==> src/rtl/u_byp_src_pipe_pkg.sv <==
// Shared widths and the bypass control record used by the producer pipe and the IDU consumer.
// Width macros may be overridden on the command line before this file is compiled.
`ifndef DATA_WIDTH
`define DATA_WIDTH 32
`endif
`ifndef RF_DEPTH_BIT
`define RF_DEPTH_BIT 5
`endif
`ifndef SUPER_SCALAR_NUM
`define SUPER_SCALAR_NUM 2
`endif

package u_byp_src_pipe_pkg;

  localparam int LANE_NUM = `SUPER_SCALAR_NUM;
  localparam int DW       = `DATA_WIDTH;
  localparam int RW       = `RF_DEPTH_BIT;

  // pipe_vld is deliberately the first (most significant) field: stage kill clears the MSB.
  typedef struct packed {
    logic          pipe_vld;
    logic          rd_vld;
    logic [RW-1:0] rd;
    logic          is_load;
  } byp_ctrl_t;

  // WB carries no is_load: load data is already resolved on entry.
  typedef struct packed {
    logic          pipe_vld;
    logic          rd_vld;
    logic [RW-1:0] rd;
  } wb_ctrl_t;

  typedef struct packed {
    byp_ctrl_t     ctrl;
    logic [DW-1:0] data;
  } lsu_stage_t;

  typedef struct packed {
    wb_ctrl_t      ctrl;
    logic [DW-1:0] data;
  } wb_stage_t;

  // x0 is hardwired zero, so it is never advertised for bypass or written.
  function automatic byp_ctrl_t mk_disp_ctrl(input logic          vld,
                                             input logic          rd_vld,
                                             input logic [RW-1:0] rd,
                                             input logic          is_load);
    byp_ctrl_t c;
    c.pipe_vld = vld;
    c.rd_vld   = rd_vld & (rd != '0);
    c.rd       = rd;
    c.is_load  = is_load;
    return c;
  endfunction

endpackage

==> src/rtl/u_byp_src_pipe_stage_reg.sv <==
// Purpose: one lane of one pipe stage; payload MSB must be pipe_vld, which kill clears.
// Latency: one cycle, d -> q on each non-held edge.
// Backpressure: hold freezes q entirely (hold wins over kill); synchronous reset clears all bits.
module u_byp_stage_reg
  import u_byp_src_pipe_pkg::*;
#(
  parameter int W = $bits(byp_ctrl_t)
) (
  input  logic         clk,
  input  logic         rst,
  input  logic         hold,
  input  logic         kill,
  input  logic [W-1:0] d,
  output logic [W-1:0] q
);

  always_ff @(posedge clk) begin
    if (rst) begin
      q <= '0;
    end else if (!hold) begin
      q <= {d[W-1] & ~kill, d[W-2:0]};
    end
  end

endmodule

==> src/rtl/u_byp_src_pipe.sv <==
// Purpose: EX/LSU/WB tracker driving the IDU bypass buses and RF write port (BYP_LSU_LOAD_FWD_EN: LSU-stage load forwarding).
// Latency: dispatch at N -> iex bus N+1, lsu bus N+2, rf bus and RF write N+3.
// Backpressure: none beyond pipe_hold, which freezes every stage and ignores dispatch and flush.
module u_byp_src_pipe
  import u_byp_src_pipe_pkg::*;
(
  input  logic                         clk,
  input  logic                         rst,
  input  logic [LANE_NUM-1:0]          disp_pipe_vld,
  input  logic [LANE_NUM-1:0][RW-1:0]  disp_rd,
  input  logic [LANE_NUM-1:0]          disp_rd_vld,
  input  logic [LANE_NUM-1:0]          disp_is_load,
  input  logic [LANE_NUM-1:0][DW-1:0]  alu_result,
  input  logic [LANE_NUM-1:0][DW-1:0]  lsu_load_data,
  input  logic                         pipe_hold,
  input  logic                         iex_flush_vld,
  input  logic                         iex_flush_lane,
  output logic [LANE_NUM-1:0][DW-1:0]  iex_idu_byp_data,
  output logic [LANE_NUM-1:0][RW-1:0]  iex_idu_byp_rd,
  output logic [LANE_NUM-1:0]          iex_idu_byp_rd_vld,
  output logic [LANE_NUM-1:0]          iex_idu_byp_pipe_vld,
  output logic [LANE_NUM-1:0]          iex_idu_byp_is_load,
  output logic [LANE_NUM-1:0][DW-1:0]  lsu_idu_byp_data,
  output logic [LANE_NUM-1:0][RW-1:0]  lsu_idu_byp_rd,
  output logic [LANE_NUM-1:0]          lsu_idu_byp_rd_vld,
  output logic [LANE_NUM-1:0]          lsu_idu_byp_pipe_vld,
  output logic [LANE_NUM-1:0]          lsu_idu_byp_is_load,
  output logic [LANE_NUM-1:0][DW-1:0]  rf_idu_byp_data,
  output logic [LANE_NUM-1:0][RW-1:0]  rf_idu_byp_rd,
  output logic [LANE_NUM-1:0]          rf_idu_byp_rd_vld,
  output logic [LANE_NUM-1:0]          rf_idu_byp_pipe_vld,
  output logic [LANE_NUM-1:0]          rf_wr_en,
  output logic [LANE_NUM-1:0][RW-1:0]  rf_wr_idx,
  output logic [LANE_NUM-1:0][DW-1:0]  rf_wr_data
);

  logic flush;

  assign flush = iex_flush_vld & ~pipe_hold;

  for (genvar i = 0; i < LANE_NUM; i++) begin : g_lane
    byp_ctrl_t     ex_d;
    byp_ctrl_t     ex_q;
    lsu_stage_t    lsu_d;
    lsu_stage_t    lsu_q;
    wb_stage_t     wb_d;
    wb_stage_t     wb_q;
    logic [DW-1:0] lsu_res;
    logic          lsu_kill;

    // A flushing branch in EX kills everything younger: all of EX next cycle, and
    // the lanes above it as they move into LSU. Lane 0 is never younger than anything.
    if (i == 0) begin : g_oldest
      assign lsu_kill = 1'b0;
    end else begin : g_younger
      assign lsu_kill = flush & ~iex_flush_lane;
    end

    assign ex_d = mk_disp_ctrl(disp_pipe_vld[i], disp_rd_vld[i], disp_rd[i], disp_is_load[i]);

    u_byp_stage_reg #(.W($bits(byp_ctrl_t))) u_ex_reg (
      .clk  (clk),
      .rst  (rst),
      .hold (pipe_hold),
      .kill (flush),
      .d    (ex_d),
      .q    (ex_q)
    );

    assign lsu_d.ctrl = ex_q;
    assign lsu_d.data = alu_result[i];

    u_byp_stage_reg #(.W($bits(lsu_stage_t))) u_lsu_reg (
      .clk  (clk),
      .rst  (rst),
      .hold (pipe_hold),
      .kill (lsu_kill),
      .d    (lsu_d),
      .q    (lsu_q)
    );

    // Load data is only valid during the LSU cycle, so it is folded in here.
    assign lsu_res = lsu_q.ctrl.is_load ? lsu_load_data[i] : lsu_q.data;

    assign wb_d.ctrl.pipe_vld = lsu_q.ctrl.pipe_vld;
    assign wb_d.ctrl.rd_vld   = lsu_q.ctrl.rd_vld;
    assign wb_d.ctrl.rd       = lsu_q.ctrl.rd;
    assign wb_d.data          = lsu_res;

    u_byp_stage_reg #(.W($bits(wb_stage_t))) u_wb_reg (
      .clk  (clk),
      .rst  (rst),
      .hold (pipe_hold),
      .kill (1'b0),
      .d    (wb_d),
      .q    (wb_q)
    );

    assign iex_idu_byp_data[i]     = alu_result[i];
    assign iex_idu_byp_rd[i]       = ex_q.rd;
    assign iex_idu_byp_rd_vld[i]   = ex_q.rd_vld;
    assign iex_idu_byp_pipe_vld[i] = ex_q.pipe_vld;
    assign iex_idu_byp_is_load[i]  = ex_q.is_load;

    assign lsu_idu_byp_rd[i]       = lsu_q.ctrl.rd;
    assign lsu_idu_byp_rd_vld[i]   = lsu_q.ctrl.rd_vld;
    assign lsu_idu_byp_pipe_vld[i] = lsu_q.ctrl.pipe_vld;
`ifdef BYP_LSU_LOAD_FWD_EN
    // Load result is already on lsu_load_data, so IDU may bypass it without stalling.
    assign lsu_idu_byp_is_load[i]  = 1'b0;
    assign lsu_idu_byp_data[i]     = lsu_res;
`else
    assign lsu_idu_byp_is_load[i]  = lsu_q.ctrl.is_load;
    assign lsu_idu_byp_data[i]     = lsu_q.data;
`endif

    assign rf_idu_byp_data[i]      = wb_q.data;
    assign rf_idu_byp_rd[i]        = wb_q.ctrl.rd;
    assign rf_idu_byp_rd_vld[i]    = wb_q.ctrl.rd_vld;
    assign rf_idu_byp_pipe_vld[i]  = wb_q.ctrl.pipe_vld;

    assign rf_wr_en[i]             = wb_q.ctrl.pipe_vld & wb_q.ctrl.rd_vld;
    assign rf_wr_idx[i]            = wb_q.ctrl.rd;
    assign rf_wr_data[i]           = wb_q.data;
  end

endmodule

==> config.mk <==
export PLATFORM = sky130hd
export DESIGN_NAME = u_byp_src_pipe
export DESIGN_NICKNAME = d
export VERILOG_FILES = /design/src/rtl/u_byp_src_pipe_pkg.sv /design/src/rtl/u_byp_src_pipe_stage_reg.sv /design/src/rtl/u_byp_src_pipe.sv
export SDC_FILE = /design/constraint.sdc
export NUM_CORES = 1
export LEC_CHECK = 0
export CAP_MARGIN = 30
export CORE_AREA = 10 10 171 173
export CTS_CLUSTER_DIAMETER = 40
export DETAILED_ROUTE_END_ITERATION = 16
export DIE_AREA = 0 0 181 183
export PLACE_DENSITY = 0.68
export REMOVE_ABC_BUFFERS = 1
export SKIP_CTS_REPAIR_TIMING = 1
export SYNTH_ARGS = -nofsm -noshare
export SYNTH_HDL_FRONTEND = slang
export SYNTH_HIERARCHICAL = 1
export SYNTH_SLANG_ARGS = --single-unit
==> constraint.sdc <==
create_clock -name clk -period 3.15 [get_ports clk]
set_input_delay 0.4725 -clock clk [delete_from_list [all_inputs] [get_ports clk]]
set_output_delay 0.4725 -clock clk [all_outputs]
set_load 0.01 [all_outputs]
## After elaboration in Yosys (flattened, before gate mapping)

Cells that the tools add are included.

| word-level totals | value |
|---|---|
| bits of input ports | 149 |
| output and inout port bits | 314 |
| memory bits (read-only) | 0 |
| latch bits | 0 |
| register bits | 174 |
| memory bits (writable) | 0 |
| memories kept | 0 |
| word-level logic and storage cells | 23 |

| operators by class | value |
|---|---|
| bitwise logic cells | 13 |
| equality and inequality tests | 0 |
| reduce and logical (&&, ||, !) cells | 2 |
| order comparisons | 0 |
| shift-type cells | 0 |
| $mul | 0 |
| divide/modulo/power cells | 0 |
| add/sub/neg operators | 0 |
| muxes and demuxes | 2 |

Operator list:

| operator | count |
|---|---|
| 32-bit 2-to-1 mux | 2 |
| 5-bit nonzero test | 2 |
| 1-bit bitwise AND | 9 |
| 1-bit inverter | 4 |

## Longest topological paths before layout

Gate-level depths: netlist of the first run.

| depth | value |
|---|---|
| depth in word-level cells | 5 |
| depth in mapped cells | 5 |

## Modules after synthesis

The synthesis of the first run kept the hierarchy.

By module, submodules not included:

| module | cells each | area an instance (sq um) | instances |
|---|---|---|---|
| u_byp_stage_reg at g_lane[0].u_lsu_reg ... | 130 | 1405.1 | 2 |
| u_byp_stage_reg at g_lane[0].u_wb_reg ... | 127 | 1400.1 | 2 |
| u_byp_src_pipe | 219 | 1870.5 | 1 |
| u_byp_stage_reg at g_lane[0].u_ex_reg ... | 27 | 289.0 | 2 |

## Worst setup path before layout of the first run

OpenSTA, ideal clock, no wires.

| timing path | value |
|---|---|
| path kind | input-to-reg |
| from | input disp_rd[0] in the netlist's numbering |
| to | register g_lane[0].u_ex_reg.q[6] |
| slack | 1.731 ns |
| stages | 4 |
| path buffers | 0 |
| data arrival time | 1.295 ns |
| path through | or4_1 o21a_1 mux2i_1 nor2_1 |

RTL lines:

| item | RTL line | RTL |
|---|---|---|
| start: declaration | u_byp_src_pipe.sv:10 | `input logic [LANE_NUM-1:0][RW-1:0] disp_rd,` |
| end signal: assignment | u_byp_src_pipe_stage_reg.sv:21 | `q <= {d[W-1] & ~kill, d[W-2:0]};` |
| end: declaration | u_byp_src_pipe_stage_reg.sv:14 | `output logic [W-1:0] q` |

## Worst setup path in the final report of the first run

| timing path | value |
|---|---|
| from | input alu_result[25] in the netlist's numbering |
| to | output iex_idu_byp_data[25] in the netlist's numbering |

RTL lines:

| item | RTL line | RTL |
|---|---|---|
| start: declaration | u_byp_src_pipe.sv:13 | `input logic [LANE_NUM-1:0][DW-1:0] alu_result,` |
| end: declaration | u_byp_src_pipe.sv:18 | `output logic [LANE_NUM-1:0][DW-1:0] iex_idu_byp_data,` |

No word-level cell between the ends.

==> impl_metrics.tcl, run 1 <==
set metrics [dict create \
    wire_per_inst_um 19.5 \
    grt_usage_pct 15.8 \
    start_kind "input port" \
    grt_overflow 0 \
    vias 6291 \
    io_pins 463 \
    cp.arrival_ps 1610 \
    ant_nets 0 \
    path_depth 2 \
    slowest_delay_ps 580 \
    io_buffers 462 \
    wl_um 28100 \
    clk_latency_ps 420 \
    dieArea_um2 33100 \
    path_class "input port to output pin" \
    grt_pass1_wl_um 41400 \
    min_path_type "input port to register" \
    tns_ps 0 \
    worst_slew_pin_slew_ps 721 \
    drtIter0Drc 244 \
    chipWidth_um 181 \
    status "completed" \
    crit_chain "clkdlybuf4s50_1, clkdlybuf4s50_1" \
    finalSetupViolCount 0 \
    p_leak_nw 5.13 \
    cpMostUsedCell "clkdlybuf4s50_1" \
    nFillCells 2413 \
    layout_common_cells "460 x clkdlybuf4s50_1, 173 x dfxtp_1, 168 x mux2i_1, 168 x nor2_1, 60 x mux2_2" \
    rsz0062_at_grt "false" \
    cts_tree "done" \
    antenna_found_initial 0 \
    synth_area_um2 8060 \
    fin_ws_ps 1070 \
    syn_inst 787 \
    timing.rr.start "g_lane[1].u_lsu_reg/q[32]" \
    diodes 0 \
    critPathSlowestCell "clkdlybuf4s50_1" \
    maxSlewHeadroom_pct 51.9 \
    route.detailed.drc 0 \
    ir_worst_vdd_v 0.000382 \
    met2WireLength_um 14500 \
    clock_skew_ps 12.8 \
    cp.required_ps 2680 \
    fin_crit_sh_pct 66.0 \
    cts.sinks 174 \
    wl_met1_um 11200 \
    synth_cell_types 21 \
    wl_met3_um 2040 \
    dr.pass1.iters 4 \
    dpl.hpwl_um 21900 \
    worst_r2r_endpoint "g_lane[1].u_wb_reg/q[21]" \
    top_layer "met4" \
    gp_congestion 0.845 \
    rows 59 \
    start_util_pct 31.3 \
    fin_nets 1243 \
    drive_gt1_share_pct 9.49 \
    grt_max_degree 87 \
    ff2ff_path_depth 4 \
    clock_path_buffers 2 \
    setup.worst_path.end_class "output pin" \
    cp-startpoint "alu_result[25]" \
    root_buffer "clkbuf_16" \
    crit_buf_inv 2 \
    core_um2 25800 \
    drv_cap 0 \
    fmax_ghz 0.481 \
    yosysSeqAreaShare_pct 43.2 \
    r2r_slack_ps 1630 \
    ys_seq_elements 174 \
    path_clk_slew_ps 80 \
    maxSlewViolCount 0 \
    crit_fanout 2 \
    synth_area_per_cell_um2 10.2 \
    cts_buffers 17 \
    area_delta_synth_final_pct 54.9 \
    place_ws_ps 1090 \
    yosys_warnings 6 \
    vias_per_cell 4.36 \
    cts.htree.levels 4 \
    min_from "rst" \
    p_per_area_nw_per_um2 454 \
    first_global_vias 6568 \
    fin_crit_ps 2080 \
    cp_top_family "buffers and inverters" \
    layout_commonest_cell "clkdlybuf4s50_1" \
    critPathCapture "iex_idu_byp_data[25]" \
    hold_viol 0 \
    fp.dieH_um 183 \
]
## cells in the mapped netlist (all sizes together)
cell type	n	area, µm²
a21oi	6	30.0
and2	2	12.5
buf	172	1320
clkbuf	14	55.1
conb	1	3.75
dfxtp	174	3480
mux2	64	721
mux2i	168	1680
nand2	6	22.5
nor2	168	631
nor2b	2	12.5
o21a	2	15.0
or3b	6	52.6
or4	2	15.0
## metrics by stage
stage | cell area [µm²] | cells | power, mW | hold slack [ps] | utilization, %
after floorplan | 6690 | 603 | 2.72 | 484 | -
after CTS | 12500 | 1442 | 5.76 | 440 | 48.4
final | 12500 | 1442 | 5.67 | 450 | 48.4
after global placement | 11800 | 1410 | 3.49 | 457 | 46.0
after global routing | 12500 | 1442 | 5.92 | 454 | 48.4
after detailed placement | 11800 | 1410 | 3.50 | 466 | 46.0
## cells by family (layout without fill, tap and decap cells)
family	count (synthesis)	after routing	synth area share [%]
multiplexers	232	232	29.8
AND/OR/NAND/NOR	186	186	9.25
buffers and inverters	186	504	17.1
other	1	3	0.0465
AO/OA/AOI/OAI	8	8	0.559
flip-flops	174	174	43.2
## sequential cells by signal, indices dropped and copies added (netlist names)
signal / cells
g_lane.u_lsu_reg/q: 80
g_lane.u_ex_reg/q: 16
g_lane.u_wb_reg/q: 78
## where the power goes
part           total (mW)  leakage [nW]  internal [mW]  switching [mW]
clock network        2.24         0.310           1.24           0.995
logic                1.04          3.40          0.627           0.412
registers            2.39          1.42           2.30          0.0895
total                5.67          5.13           4.17            1.50
## how the worst min path moves through the flow
stage / to / slack, ps / depth (start not counted)
after floorplan: g_lane[0].u_ex_reg/q[7] / 480 / 2
after global placement: g_lane[1].u_lsu_reg/q[39] / 460 / 2
after detailed placement: g_lane[1].u_ex_reg/q[7] / 470 / 2
after CTS: g_lane[1].u_wb_reg/q[30] / 440 / 2
after global routing: g_lane[1].u_lsu_reg/q[30] / 450 / 2
final: g_lane[1].u_wb_reg/q[30] / 450 / 2
## area by class of cell
cell class	count	area (µm²)	area share, %
well taps	335	419	3.36
clock inverters	14	195	1.56
repair buffers	472	4740	38.0
flip-flops and latches	174	3480	27.9
clock buffers	18	439	3.52
multi-input cells	429	3200	25.7
## metal layers
metal / global-route usage (%) / up-vias
met4: 3.90 / 0
met1: 17.5 / 2969
met2: 28.4 / 209
li1: - / 3099
met5: 0 / -
met3: 5.61 / 14
Note: power is estimated with default switching activity, not from simulation.
==> run 2: changes to the inputs <==
CORE_AREA = 10 10 172 174   (was 10 10 171 173)
DIE_AREA = 0 0 182 184   (was 0 0 181 183)
PLACE_DENSITY = 0.7   (was 0.68)
clock period = 1.7 ns   (was 3.15 ns; I/O delays follow)
==> run 2 against run 1 <==
Net effect: design area increased by 1.9%; highest routed layer unchanged; clock power increased by 77%; die area increased by 1.1%; sequential cell count unchanged; global-route usage decreased by 0.27 points; critical path type is now register to output pin; final cell count increased by 0.97%; combinational power increased by 88%.
==> impl_metrics.tcl, run 2 (same netlist as run 1, synthesis figures left out) <==
set metrics [dict create \
    vias 6336 \
    io_buffers 462 \
    largest_reg_flops 80 \
    p_per_area_nw_per_um2 815 \
    start_util_pct 31.1 \
    clock_path_buffers 2 \
    ff2ff_path_depth 4 \
    wl_um 27700 \
    setup.worst_path.end_class "output pin" \
    dr.pass1.iters 4 \
    cts.htree.levels 4 \
    largest_register "g_lane.u_lsu_reg/q" \
    p_leak_nw 5.55 \
    io_pins 463 \
    hold_path_depth 2 \
    crit_buf_inv 1 \
    critPathSlowestCell "clkdlybuf4s50_1" \
    start_kind "register" \
    min_from "rst" \
    rows 59 \
    grt_max_degree 78 \
    first_global_vias 6694 \
    grt_overflow 0 \
    dpl.hpwl_um 22200 \
    slowest_delay_ps 600 \
    place_ws_ps -19.7 \
    cp.required_ps 1440 \
    path_class "register to output pin" \
    pwr-share-comb_pct 19.0 \
    clock_skew_ps 13.2 \
    grt_pass1_wl_um 41300 \
    grt_usage_pct 15.6 \
    fin_crit_ps 1650 \
    p_int_mw 7.72 \
    root_buffer "clkbuf_16" \
    status "completed" \
    post-route-util_pct 49.1 \
    dieArea_um2 33500 \
    nFillCells 2360 \
    cts.sinks 174 \
    fp.dieH_um 184 \
    fin_crit_sh_pct 97.2 \
    timing.rr.start "g_lane[0].u_lsu_reg/q[32]" \
    layout_commonest_cell "clkdlybuf4s50_1" \
    vias_per_cell 4.35 \
    core_um2 25900 \
    ant_nets 0 \
    layout_common_cells "441 x clkdlybuf4s50_1, 169 x dfxtp_1, 168 x mux2i_1, 168 x nor2_1, 60 x mux2_2" \
    cp_top_family "buffers and inverters" \
    hold_ws_ps 128 \
    hold_viol 0 \
    top_regs "g_lane.u_lsu_reg/q x80, g_lane.u_wb_reg/q x78, g_lane.u_ex_reg/q x16" \
    power_frac_seq_pct 42.8 \
    chipWidth_um 182 \
    fmax_ghz 0.605 \
    fin_nets 1257 \
    ir_worst_vdd_v 0.000488 \
    route.detailed.drc 0 \
    crit_fanout 3 \
    maxSlewViolCount 0 \
    gp_congestion 0.816 \
    cp.arrival_ps 1400 \
    finalSetupViolCount 0 \
    cp-startpoint "g_lane[0].u_wb_reg/q[16]" \
    rsz0062_at_grt "false" \
    path_depth 1 \
    crit_chain "clkdlybuf4s50_1" \
    tns_ps 0 \
    pwr-share-clk_pct 38.2 \
    path_clk_slew_ps 70 \
    netSwitchingPower_mw 2.64 \
    diodes 0 \
    swShare_pct 25.5 \
    clk_latency_ps 420 \
    antenna_found_initial 0 \
    drv_cap 0 \
    drtIter0Drc 240 \
    min_path_type "input port to register" \
    cts_tree "done" \
    drive_gt1_share_pct 10.8 \
    cts_buffers 17 \
    area_delta_synth_final_pct 57.8 \
    fin_ws_ps 47.7 \
    wire_per_inst_um 19.0 \
]
run 2: final timing paths:
path,slack [ps],end
worst max register to register,400,g_lane[0].u_wb_reg/q[3]
worst min register to register,470,g_lane[0].u_lsu_reg/q[39]
worst max-delay path,50,rf_idu_byp_data[16]
worst min-delay path,130,g_lane[0].u_lsu_reg/q[31]
run 2: power by group through the flow:
stage / Clock (mW) / Combinational, mW / Sequential (mW)
5_1_grt: 4.23 / 2.10 / 4.47
3_3_place_gp: 0 / 1.99 / 4.52
3_5_place_dp: 0 / 1.99 / 4.53
6_report: 3.96 / 1.96 / 4.44
4_1_cts: 4.13 / 2.00 / 4.44
2_1_floorplan: 0 / 0.416 / 4.63
run 2: layer usage:
metal	GRT usage (%)	share of wire, %	vias up
met3	6.02	7.8	18
li1	-	-	3111
met1	17.5	40	2977
met2	27.2	51	230
met4	3.68	1.2	0
met5	0	0	-
run 2: metrics by stage:
stage	cells	area, µm²	power (mW)
finish	1456	12700	10.4
floorplan	603	6690	5.04
detailed placement	1424	12100	6.52
global route	1456	12700	10.8
CTS	1456	12700	10.6
global placement	1424	12100	6.51
run 2: cell type report:
type / instances / area, µm² / area share [%]
timing repair buffer: 486 / 5000 / 39.4
sequential: 174 / 3490 / 27.4
tap: 335 / 419 / 3.30
multi-input combinational: 429 / 3200 / 25.2
clock buffer: 20 / 447 / 3.51
clock inverter: 12 / 149 / 1.17
==> RTL change 1: new RTL, config.mk and constraints of run 2 <==
Change the macro `SUPER_SCALAR_NUM` from 2 to 1.
--- a/src/rtl/u_byp_src_pipe_pkg.sv
+++ b/src/rtl/u_byp_src_pipe_pkg.sv
@@ -7,7 +7,7 @@
 `define RF_DEPTH_BIT 5
 `endif
 `ifndef SUPER_SCALAR_NUM
-`define SUPER_SCALAR_NUM 2
+`define SUPER_SCALAR_NUM 1
 `endif
 
 package u_byp_src_pipe_pkg;
Ports: changed (23 resized); port bits go from 463 to 234. The function was not compared with the original's and may differ.
==> RTL change 1 against run 2 <==
Wire length decreased by 53%; combinational power decreased by 50%; sequential cell count decreased by 87; final area decreased by 49%; synthesized area decreased by 50%; total power decreased by 51%; global-route usage decreased by 8.0 points; setup slack improved by 20 ps.
==> RTL change 1: results (changes against run 2) <==
stage,metric,value,unit,change
setup_path,crit path from,g_lane[0].u_lsu_reg/q[32],,
worst_hold_path,hold_sp,pipe_hold,,
setup_path,Worst EP arrival,1380,ps,-20 ps
clock_tree,number of H-tree levels,3,,-1
logic_synthesis,Synth area leaders,"dfxtp_1 (43%), mux2i_1 (21%), buf_4 (15%)",,
outcome,status,"finished, final reports clean",,
logic_synthesis,Synth top cells by count,"dfxtp_1 (87), mux2i_1 (84), nor2_1 (84)",,
placement,Placed Cells,882,,-38%
logic_synthesis,syn avg cell area,10.2,um2,about the same
setup_path,CP peak stage delay,580,ps,-20 ps
global_routing,first-pass GRT wire length,20000,um,-51%
drt,total number of vias,3177,,-50%
global_routing,GRT Total Usage,0.0753,,-0.0802
finish,Top Registers,"g_lane.u_lsu_reg/q: 40 flops, g_lane.u_wb_reg/q: 39 flops, g_lane.u_ex_reg/q: 8 flops",,
setup_path,Worst R2R End,g_lane[0].u_wb_reg/q[17],,
sta,skew final,9.00,ps,-4.25 ps
clock_tree,Worst-Skew Late Latency,340,ps,-80 ps
drt,Post-Route WL,13100,um,-53%
finish,layout cells sized above 1,0.110,,+0.00218
global_routing,largest net degree at the start of global routing,88,,+13%
placement,Buffers on Ports,232,,-50%
finish,Layout fillers,2725,,+15%
finish,nets,635,,-49%
worst_hold_path,Hold Path Depth,3,,+1
power_and_ir_drop,peak supply drop,0.371,mV,-24%
logic_synthesis,register area share after synthesis,0.432,,about the same
global_routing,number of global-route vias before repair,3452,,-48%
[RTL change 1: cells by family after synthesis]
logic type | Yosys count | synth area share
mux | 116 | 0.298
simple gates | 93 | 0.0925
buf+inv | 93 | 0.171
flops | 87 | 0.432
compound gates | 4 | 0.00559
other cells | 1 | 0.000930
[RTL change 1: worst max-delay path by stage]
stage | to | slack (ps) | depth (start not counted)
after floorplan | g_lane[0].u_wb_reg/q[0] | -20 | 3
after global placement | g_lane[0].u_ex_reg/q[6] | -30 | 5
after detailed placement | g_lane[0].u_ex_reg/q[6] | -9 | 5
after CTS | lsu_idu_byp_is_load | -70 | 1
after global routing | lsu_idu_byp_is_load | 10 | 1
final | lsu_idu_byp_is_load | 70 | 1
[RTL change 1: worst min-delay path: stages]
cell and delay (ps):
buf_4 240, nand2_1 100, a21oi_1 50
[RTL change 1: final cells by class]
cell class / count / share of cell area
Timing Repair Buffer: 245 / 0.379
Clock inverter: 6 / 0.00690
Sequential cell: 87 / 0.267
Tap cell: 335 / 0.0642
Clock buffer: 10 / 0.0366
Multi-Input combinational cell: 215 / 0.246
[RTL change 1: power by group through the flow]
| stage | registers, mW | clock network [mW] | logic [mW] |
|---|---|---|---|
| CTS | 2.22 | 2.01 | 0.992 |
| global route | 2.23 | 2.09 | 1.05 |
| floorplan | 2.31 | 0 | 0.208 |
| global placement | 2.26 | 0 | 0.979 |
| finish | 2.21 | 1.89 | 0.971 |
| detailed placement | 2.26 | 0 | 0.985 |
[RTL change 1: per-stage QoR]
stage | util | setup slack, ps | cell area [um2] | hold WS, ps | TNS [ps]
2_1_floorplan | - | -23.2 | 3350 | 324 | -696
3_3_place_gp | 0.241 | -29.0 | 6240 | 462 | -29.0
3_5_place_dp | 0.241 | -9.02 | 6240 | 468 | -9.02
4_1_cts | 0.252 | -74.0 | 6530 | 344 | -74.0
5_1_grt | 0.252 | 11.6 | 6530 | 369 | 0
6_report | 0.252 | 67.5 | 6530 | 364 | 0
[RTL change 1: per-layer routing]
metal | routed length, um | track usage | vias up
met5 | 13 | 0 | -
met2 | 6390 | 0.129 | 126
met1 | 5280 | 0.0797 | 1474
li1 | - | - | 1562
met4 | 133 | 0.0199 | 2
met3 | 1250 | 0.0396 | 13
==> RTL change 2: new RTL, flow settings as in run 2 <==
Made on the original files. Add an input register stage for `alu_result`; this delays it by one clock. The other inputs are not delayed to match.
--- a/src/rtl/u_byp_src_pipe.sv
+++ b/src/rtl/u_byp_src_pipe.sv
@@ -34,6 +34,12 @@
   output logic [LANE_NUM-1:0][DW-1:0]  rf_wr_data
 );
 
+  logic [LANE_NUM-1:0][DW-1:0] alu_result_q;
+
+  always_ff @(posedge clk) begin
+      alu_result_q <= alu_result;
+  end
+
   logic flush;
 
   assign flush = iex_flush_vld & ~pipe_hold;
@@ -68,7 +74,7 @@
     );
 
     assign lsu_d.ctrl = ex_q;
-    assign lsu_d.data = alu_result[i];
+    assign lsu_d.data = alu_result_q[i];
 
     u_byp_stage_reg #(.W($bits(lsu_stage_t))) u_lsu_reg (
       .clk  (clk),
@@ -96,7 +102,7 @@
       .q    (wb_q)
     );
 
-    assign iex_idu_byp_data[i]     = alu_result[i];
+    assign iex_idu_byp_data[i]     = alu_result_q[i];
     assign iex_idu_byp_rd[i]       = ex_q.rd;
     assign iex_idu_byp_rd_vld[i]   = ex_q.rd_vld;
     assign iex_idu_byp_pipe_vld[i] = ex_q.pipe_vld;
Behaviour: not the same (Yosys sat finds a counterexample within 4 cycles, from zero or initial values and one cycle with rst high).
==> RTL change 2 against run 2 <==
Synthesized area increased by 9.9%; sequential share of layout area increased by 4.1 points; fmax decreased by 0.99%; wire length increased by 9.5%; cell count increased by 6.8%; final area increased by 19%; non-clock buffer count increased by 1; count of clock-buffer cells in the layout increased by 24; total power increased by 44%; first-iteration DRC count increased by 2.5%; sequential cell count increased by 64; setup slack got worse by 17 ps; hold slack got worse by 13 ps; die area unchanged; critical path type unchanged; largest power group is now the clock network.
==> RTL change 2: results (changes against run 2) <==
stage,metric,value,unit,change
outcome,status,"finished, final reports clean",,
global_routing,largest net degree at the start of global routing,92,,+18%
placement,Placement Cell Area,13300,um2,+10%
global_routing,number of global-route vias before repair,7332,,+9.5%
clock_tree,Worst-Skew Late Latency,500,ps,+80 ps
logic_synthesis,YS warnings,6,,unchanged
setup_path,Crit path max-delay family,buffers and inverters,,
placement,final RePlAce weighted congestion,0.789,,-3.3%
finish,nets,1342,,+6.8%
sta,hold slack,115,ps,-12.6 ps
placement,pre-CTS setup slack,10.8,ps,+30.5 ps
clock_tree,cts bufs inserted,37,,+20
drt,1st-iter DRT viols,246,,+2.5%
setup_path,r2r setup slk,350,ps,-50 ps
sta,skew final,7.68,ps,-5.57 ps
power_and_ir_drop,peak supply drop,0.955,mV,+96%
setup_path,reg2reg start,g_lane[0].u_lsu_reg/q[32],,
logic_synthesis,Synth top cells by count,"dfxtp_1 (238), mux2i_1 (168), nor2_1 (168)",,
global_routing,initial antenna violation count,1,,+1
logic_synthesis,Post-Synth Adder-Cell Area,0,,unchanged
logic_synthesis,post-synthesis compound-gate area fraction,0.00508,,-0.000505
logic_synthesis,syn avg cell area,11.3,um2,+9.9%
finish,number of flip-flops in the largest register,80,,unchanged
drt,Post-Route WL,30300,um,+9.5%
drt,total number of vias,6881,,+8.6%
global_routing,first-pass GRT wire length,44200,um,+6.9%
logic_synthesis,XOR/XNOR share of the synthesized area,0,,unchanged
finish,Final Util,0.584,,+0.0933
drt,number of detailed-route iterations in the first pass,4,,unchanged
drt,WL per Instance,19.5,um,+2.6%
clock_tree,clock-pin slew on the worst setup and hold paths,60,ps,
logic_synthesis,asr flop ratio synth,0,,unchanged
power_and_ir_drop,comb pwr,1.86,mW,-5%
power_and_ir_drop,switching power,3.65,mW,+38%
setup_path,Worst EP arrival,1410,ps,
logic_synthesis,Synth area leaders,"dfxtp_1 (54%), mux2i_1 (19%), buf_4 (7.8%)",,
finish,most flop-heavy register,g_lane.u_lsu_reg/q,,
power_and_ir_drop,Clk. pwr,7.00,mW,+77%
worst_hold_path,Hold Path Class,input pin to flop,,
logic_synthesis,register area share after synthesis,0.538,,+0.106
setup_path,crit path from,iex_idu_byp_data[58],,
logic_synthesis,mux share of post-synthesis cell area,0.271,,-0.0269
power_and_ir_drop,cell leakage power,10.3,nW,+86%
global_routing,GRT Total Usage,0.165,,+0.00995
placement,DP HPWL,22900,um,+3.4%
finish,layout cells sized above 1,0.123,,+0.0151
finish,Layout fillers,2085,,-12%
clock_tree,clock tree buffer depth,3,,+1
worst_hold_path,hold_sp,pipe_hold,,
clock_tree,root buffer cell,clkbuf_16,,
setup_path,crit-path max FO,2,,-1
clock_tree,number of H-tree levels,2,,-2
placement,Placed Cells,1489,,+4.6%
power_and_ir_drop,Sw Ratio,0.245,,-0.0103
setup_path,"Slowest-stage cell, CP",clkdlybuf4s50_1,,
setup_path,CP peak stage delay,560,ps,-40 ps
sta,Fmax,599,MHz,-0.99%
-- RTL change 2: cell types whose count changed after synthesis --
cell / delta
dfxtp_1: +64
buf_4: -64
-- RTL change 2: metal layers --
layer  GRT usage  vias to the layer above  part of all wire
met3      0.0754                       35             0.092
met1       0.171                     3204              0.38
li1            -                     3369                 -
met5           0                        -                 0
met2       0.298                      273              0.51
met4      0.0433                        0             0.016
-- RTL change 2: path summary, 6_finish.rpt --
kind / cells after the start / to
worst min register to register: 2 / g_lane[0].u_lsu_reg/q[39]
worst max-delay path: 1 / iex_idu_byp_data[58]
worst min-delay path: 3 / g_lane[0].u_lsu_reg/q[39]
worst max register to register: 4 / g_lane[0].u_wb_reg/q[31]
-- RTL change 2: final cells by class --
cell class                 instances  area share
antenna                            1    0.000165
clock buffer                      44      0.0643
clock inverter                    21      0.0122
multi-input combinational        429       0.212
sequential                       238       0.315
tap                              335      0.0277
timing repair buffer             487       0.369
